`src/rtl/pir_alarm_multi_core.sv`:
```
`default_nettype none
// ============================================================================
// Module      : pir_alarm_multi_core
// Description : Multi-channel PIR alarm controller (sync, debounce, FSM, buzzer)
// Revision    : 1.0 - initial release
// ============================================================================
module pir_alarm_multi_core #(
    parameter int NUM_CH          = 4,
    parameter int DEBOUNCE_CYCLES = 1000,
    parameter int HOLD_CYCLES     = 50000000,
    parameter int COOLDOWN_CYCLES = 10000000,
    parameter int BUZZ_HALF       = 25000
) (
    input  logic              s00_axi_aclk,
    input  logic              s00_axi_areset,
    input  logic [NUM_CH-1:0] pir_in,
    input  logic [NUM_CH-1:0] ch_enable,
    input  logic              arm,
    input  logic              latch_mode,
    input  logic              clear,
    output logic              led,
    output logic              buzzer,
    output logic              enable_capture,
    output logic              alarm_active,
    output logic [NUM_CH-1:0] trig_status,
    output logic [15:0]       event_count
);

    localparam int TMR_MAX = (HOLD_CYCLES > COOLDOWN_CYCLES) ? HOLD_CYCLES : COOLDOWN_CYCLES;
    localparam int TMR_W   = $clog2(TMR_MAX + 1);
    localparam int DEB_W   = $clog2(DEBOUNCE_CYCLES + 1);
    localparam int BUZZ_W  = $clog2(BUZZ_HALF + 1);

    localparam logic [TMR_W-1:0]  HOLD_LAST = TMR_W'(HOLD_CYCLES - 1);
    localparam logic [TMR_W-1:0]  COOL_LAST = TMR_W'(COOLDOWN_CYCLES - 1);
    localparam logic [DEB_W-1:0]  DEB_LAST  = DEB_W'(DEBOUNCE_CYCLES - 1);
    localparam logic [BUZZ_W-1:0] BUZZ_LAST = BUZZ_W'(BUZZ_HALF - 1);

    localparam logic [2:0] ST_DISARMED = 3'd0;
    localparam logic [2:0] ST_IDLE     = 3'd1;
    localparam logic [2:0] ST_ALARM    = 3'd2;
    localparam logic [2:0] ST_COOLDOWN = 3'd3;
    localparam logic [2:0] ST_LATCHED  = 3'd4;

    logic              clk;
    logic              rst;
    logic [NUM_CH-1:0] trig;
    logic              any;

    assign clk = s00_axi_aclk;
    assign rst = s00_axi_areset;

    // ------------------------------------------------------------------------
    // Per-channel synchroniser, debounce and rising-edge detector
    // ------------------------------------------------------------------------
    for (genvar g = 0; g < NUM_CH; g++) begin : g_ch
        logic             sync1_q, sync2_q;
        logic             deb_q, deb_d;
        logic             deb_dly_q;
        logic [DEB_W-1:0] cnt_q, cnt_d;

        always_comb begin
            deb_d = deb_q;
            cnt_d = '0;
            if (sync2_q != deb_q) begin
                if (cnt_q == DEB_LAST) begin
                    deb_d = sync2_q;
                end else begin
                    cnt_d = cnt_q + DEB_W'(1);
                end
            end
        end

        always_ff @(posedge clk) begin
            if (rst) begin
                sync1_q   <= 1'b0;
                sync2_q   <= 1'b0;
                deb_q     <= 1'b0;
                deb_dly_q <= 1'b0;
                cnt_q     <= '0;
            end else begin
                sync1_q   <= pir_in[g];
                sync2_q   <= sync1_q;
                deb_q     <= deb_d;
                deb_dly_q <= deb_q;
                cnt_q     <= cnt_d;
            end
        end

        assign trig[g] = deb_q & ~deb_dly_q & ch_enable[g];
    end

    assign any = |trig;

    // ------------------------------------------------------------------------
    // Alarm state machine, shared hold/cooldown timer
    // ------------------------------------------------------------------------
    logic [2:0]        state_q, state_d;
    logic [TMR_W-1:0]  tmr_q, tmr_d;
    logic [BUZZ_W-1:0] buzz_cnt_q, buzz_cnt_d;
    logic              buzzer_q, buzzer_d;
    logic              led_q, led_d;
    logic              alarm_q, alarm_d;
    logic [NUM_CH-1:0] status_q, status_d;
    logic [15:0]       count_q, count_d;
    logic              accept;
    logic              set_ok;

    always_comb begin
        state_d = state_q;
        tmr_d   = tmr_q;
        if (!arm) begin
            state_d = ST_DISARMED;
            tmr_d   = '0;
        end else begin
            case (state_q)
                ST_DISARMED: state_d = ST_IDLE;
                ST_IDLE: begin
                    if (any) begin
                        state_d = ST_ALARM;
                        tmr_d   = HOLD_LAST;
                    end
                end
                ST_ALARM: begin
                    if (any) begin
                        tmr_d = HOLD_LAST;
                    end else if (tmr_q == '0) begin
                        state_d = latch_mode ? ST_LATCHED : ST_COOLDOWN;
                        tmr_d   = latch_mode ? '0 : COOL_LAST;
                    end else begin
                        tmr_d = tmr_q - TMR_W'(1);
                    end
                end
                ST_COOLDOWN: begin
                    if (tmr_q == '0) begin
                        state_d = ST_IDLE;
                    end else begin
                        tmr_d = tmr_q - TMR_W'(1);
                    end
                end
                ST_LATCHED: begin
                    if (clear) begin
                        state_d = ST_IDLE;
                    end
                end
                default: begin
                    state_d = ST_DISARMED;
                    tmr_d   = '0;
                end
            endcase
        end
    end

    // Counting and status setting follow the state the trigger was seen in.
    always_comb begin
        accept   = arm && any && ((state_q == ST_IDLE) || (state_q == ST_ALARM));
        set_ok   = arm && ((state_q == ST_IDLE) || (state_q == ST_ALARM) || (state_q == ST_LATCHED));
        count_d  = count_q;
        if (accept && (count_q != 16'hFFFF)) begin
            count_d = count_q + 16'd1;
        end
        status_d = (status_q & ~{NUM_CH{clear}}) | (set_ok ? trig : '0);
    end

    // Outputs are decoded from the next state so they line up with it.
    always_comb begin
        led_d      = (state_d == ST_ALARM) || (state_d == ST_LATCHED);
        alarm_d    = (state_d == ST_ALARM);
        buzzer_d   = 1'b0;
        buzz_cnt_d = '0;
        if (state_d == ST_ALARM) begin
            if (state_q != ST_ALARM) begin
                buzzer_d = 1'b1;
            end else if (buzz_cnt_q == BUZZ_LAST) begin
                buzzer_d = ~buzzer_q;
            end else begin
                buzzer_d   = buzzer_q;
                buzz_cnt_d = buzz_cnt_q + BUZZ_W'(1);
            end
        end
    end

    always_ff @(posedge clk) begin
        if (rst) begin
            state_q    <= ST_DISARMED;
            tmr_q      <= '0;
            buzz_cnt_q <= '0;
            buzzer_q   <= 1'b0;
            led_q      <= 1'b0;
            alarm_q    <= 1'b0;
            status_q   <= '0;
            count_q    <= '0;
        end else begin
            state_q    <= state_d;
            tmr_q      <= tmr_d;
            buzz_cnt_q <= buzz_cnt_d;
            buzzer_q   <= buzzer_d;
            led_q      <= led_d;
            alarm_q    <= alarm_d;
            status_q   <= status_d;
            count_q    <= count_d;
        end
    end

    assign led            = led_q;
    assign buzzer         = buzzer_q;
    assign enable_capture = alarm_q;
    assign alarm_active   = alarm_q;
    assign trig_status    = status_q;
    assign event_count    = count_q;

endmodule
`default_nettype wire

```
`config.mk`:
```
export PLATFORM = sky130hd
export DESIGN_NAME = pir_alarm_multi_core
export DESIGN_NICKNAME = d
export VERILOG_FILES = /design/src/rtl/pir_alarm_multi_core.sv
export SDC_FILE = /design/constraint.sdc
export NUM_CORES = 1
export LEC_CHECK = 0
export CAP_MARGIN = 20
export CORE_MARGIN = 1
export CORE_UTILIZATION = 30
export CTS_CLUSTER_DIAMETER = 50
export DETAILED_ROUTE_END_ITERATION = 6
export HOLD_SLACK_MARGIN = 0.12
export SLEW_MARGIN = 20
export SYNTH_ARGS = -nofsm -noshare
export SYNTH_HDL_FRONTEND = slang
export SYNTH_SLANG_ARGS = --single-unit
```
`constraint.sdc`:
```
create_clock -name s00_axi_aclk -period 2.8 [get_ports s00_axi_aclk]
set_clock_uncertainty 0.2 [all_clocks]
set_input_delay 0.28 -clock s00_axi_aclk [delete_from_list [all_inputs] [get_ports s00_axi_aclk]]
set_output_delay 0.28 -clock s00_axi_aclk [all_outputs]
set_load 0.03 [all_outputs]
```
==> impl_metrics.ini <==
[run_status]
outcome = complete, but fails checks
violations = DRC

[sta]
slew_violations = 0
slew_headroom_pct = 56.5
min_period_over_period_pct = 93.1
hold_viol = 0
rsz0062_at_grt = no
setup_viol = 0
tightest_slew_ps = 646
tns_ps = 0
fin_crit_ps = 2610
max_freq_mhz = 383

[run]
cap_viol_max_count = 0

[global_route]
overflow = 0
grtUsageTotal_pct = 15.6
grt_pass1_wl_um = 26700
grt_pass1_vias = 5356
antenna_found_initial = 0
grt_max_degree = 42

[synth]
synth_ff_type = dfxtp_1
synth.net_count = 749
synth_top_area_cell = dfxtp_1
ys_seq_area_share_pct = 39.8
synthArstFlopShare_pct = 0
synthTopCellsByCount = dfxtp_1 (123), nor2_1 (77), nand2_1 (48), a21oi_1 (41), o21ai_0 (34)
synth-edff-count = 0
synth_area_leaders = dfxtp_1 (40%), nor2_1 (4.7%), xnor2_1 (3.4%)
synth_cells = 729
syn_area_um2 = 6190
ys_seq_elements = 123
synth_most_common_cell = dfxtp_1
synth_top_area_share_pct = 39.8
ys_types = 72
yosysWarnings = 0
synth_area_per_cell_um2 = 8.49

[place]
place.gp.congestion = 0.900
dp.final_hpwl_um = 11200
dp.cells = 1042
io_buffer_count = 36

[critical_path]
r2r_cells = 8
critPathKind = flip-flop to flip-flop
end_kind = flip-flop
worstPathRequired_ps = 2960
arrival_ps = 2770
timing.rr.start = tmr_q[0]$_SDFFE_PP0P_
worst_setup_path_start_kind = flip-flop
endpoint = tmr_q[23]$_SDFFE_PP0P_
crit_fanout = 9
crit_start = tmr_q[0]$_SDFFE_PP0P_
r2r_setup_slack_ps = 190
rr_endpoint = tmr_q[23]$_SDFFE_PP0P_

[cts]
clk_latency_ps = 420
cts_buffer_depth = 2
cts_root_buffer = clkbuf_16
clock_sinks = 123
cts_tree = built
numCtsBuffers = 17
path_clk_slew_ps = 60
cts-htree-levels = 4
cts_setup_buffers = 0

[detailed_routing]
wl_per_cell_um = 14.9
vias = 5715
viasPerCell = 5.32
drc_errors = 1
firstDrtPassIters = 7
wirelength_um = 16000
ant_nets = 0
drt_iter0_drc = 319

[floorplanning]
die-area_um2 = 21200
die_height_um = 146
rows = 52
io_pins = 37
core_area_um2 = 20200
die_w_um = 146
initial_utilization_pct = 30.6

[cells_and_area]
fin_nets = 812
drive_gt1_share_pct = 11.9
fin_util_pct = 37.8
areaGrowthSynthToFinish_pct = 23.6
filler_cell_count = 1997
diodes = 0
finalNonFillerCells = 1075

[hold_path]
hp-class = primary input to flip-flop

[power]
p_leak_nw = 2.70
p_per_area_nw_per_um2 = 533
ir_worst_vdd_uv = 289
## state kept, by name (all words and copies together), names as in the netlist
signal,flops
alarm_active,1
buzz_cnt_q,15
buzzer,1
event_count,16
g_ch.cnt_q,40
g_ch.deb_dly_q,4
g_ch.deb_q,4
g_ch.sync1_q,4
g_ch.sync2_q,4
led,1
state_q,3
tmr_q,26
trig_status,4
## layout make-up
class / instances / area [um^2] / area share (%)
Multi-Input combinational cell: 558 / 3520 / 46.1
Sequential cell: 123 / 2460 / 32.2
Timing Repair Buffer: 76 / 671 / 8.77
Clock buffer: 19 / 453 / 5.92
Tap cell: 270 / 338 / 4.42
Clock inverter: 13 / 143 / 1.86
Inverter: 16 / 60.1 / 0.785
## cells by family after synthesis
logic type | after synthesis | synth area share [%]
simple gates | 332 | 29.8
xor+xnor | 48 | 6.79
compound gates | 166 | 18.0
mux | 5 | 0.829
fa+ha+maj | 7 | 1.41
flops | 123 | 39.8
buf+inv | 48 | 3.42
## worst min-delay path by stage
stage	cells past startpoint	startpoint	to	slack, ps
5_1_grt	2	pir_in[3]	g_ch[3].sync1_q$_SDFF_PP0_	210
6_report	2	pir_in[1]	g_ch[1].sync1_q$_SDFF_PP0_	210
4_1_cts	2	pir_in[1]	g_ch[1].sync1_q$_SDFF_PP0_	200
2_1_floorplan	1	pir_in[0]	g_ch[0].sync1_q$_SDFF_PP0_	210
3_3_place_gp	1	g_ch[2].sync1_q$_SDFF_PP0_	g_ch[2].sync2_q$_SDFF_PP0_	220
3_5_place_dp	1	g_ch[2].sync1_q$_SDFF_PP0_	g_ch[2].sync2_q$_SDFF_PP0_	220
## placed cells by master (no fill, tap or decap), drive strengths merged, types with 8 or more instances in the layout
master and instances:
a21oi 41, a31oi 10, and2 9, and3 14
buf 40, clkbuf 19, clkdlybuf4s50 35, dfxtp 123
inv 18, nand2 50, nand2b 9, nand3 29
nand4 27, nor2 78, nor2b 17, nor3 26
nor4 13, o211ai 10, o21ai 40, o31ai 8
or3 20, or4 12, xnor2 24, xor2 24
## what timing repair did
action / in CTS / in global routing
setup endpoints to repair: 0 / 3
hold buffers: 1 / 0
gates resized for setup: 0 / 1
endpoints found under the hold margin: 1 / 0
## report_power, final
group	total [mW]	internal [mW]	switching [mW]	leakage (nW)
clock network	2.19	1.36	0.832	0.278
registers	1.76	1.76	0.00525	0.993
logic	0.122	0.0476	0.0749	1.43
## worst max-delay path: stages, from the launching register on
cell	delay, ps
dfxtp_1	360
inv_1	80
ha_1	160
buf_4	120
nor3b_1	250
nand4_1	170
or4_1	780
o311ai_0	240
a22o_1	180
## per-layer routing
metal	GRT usage [%]	share of wire, %	wire (um)	up-vias
li1	-	-	-	2834
met1	19.8	46	7350	2656
met2	24.3	45	7190	190
met3	4.45	6.6	1060	35
met4	7.58	2.4	379	0
met5	0	0	0	-
## per-stage QoR
step                cell area, um^2  worst slack, ps  total power [mW]  hold slack [ps]
global placement               7040              164              1.92              217
floorplan                      6190              293              1.87              208
global route                   7650             34.0              4.22              212
detailed placement             7040              175              1.92              223
CTS                            7640              163              4.13              196
finish                         7650              192              4.08              212
No activity file was read; power rests on OpenSTA's default activity.
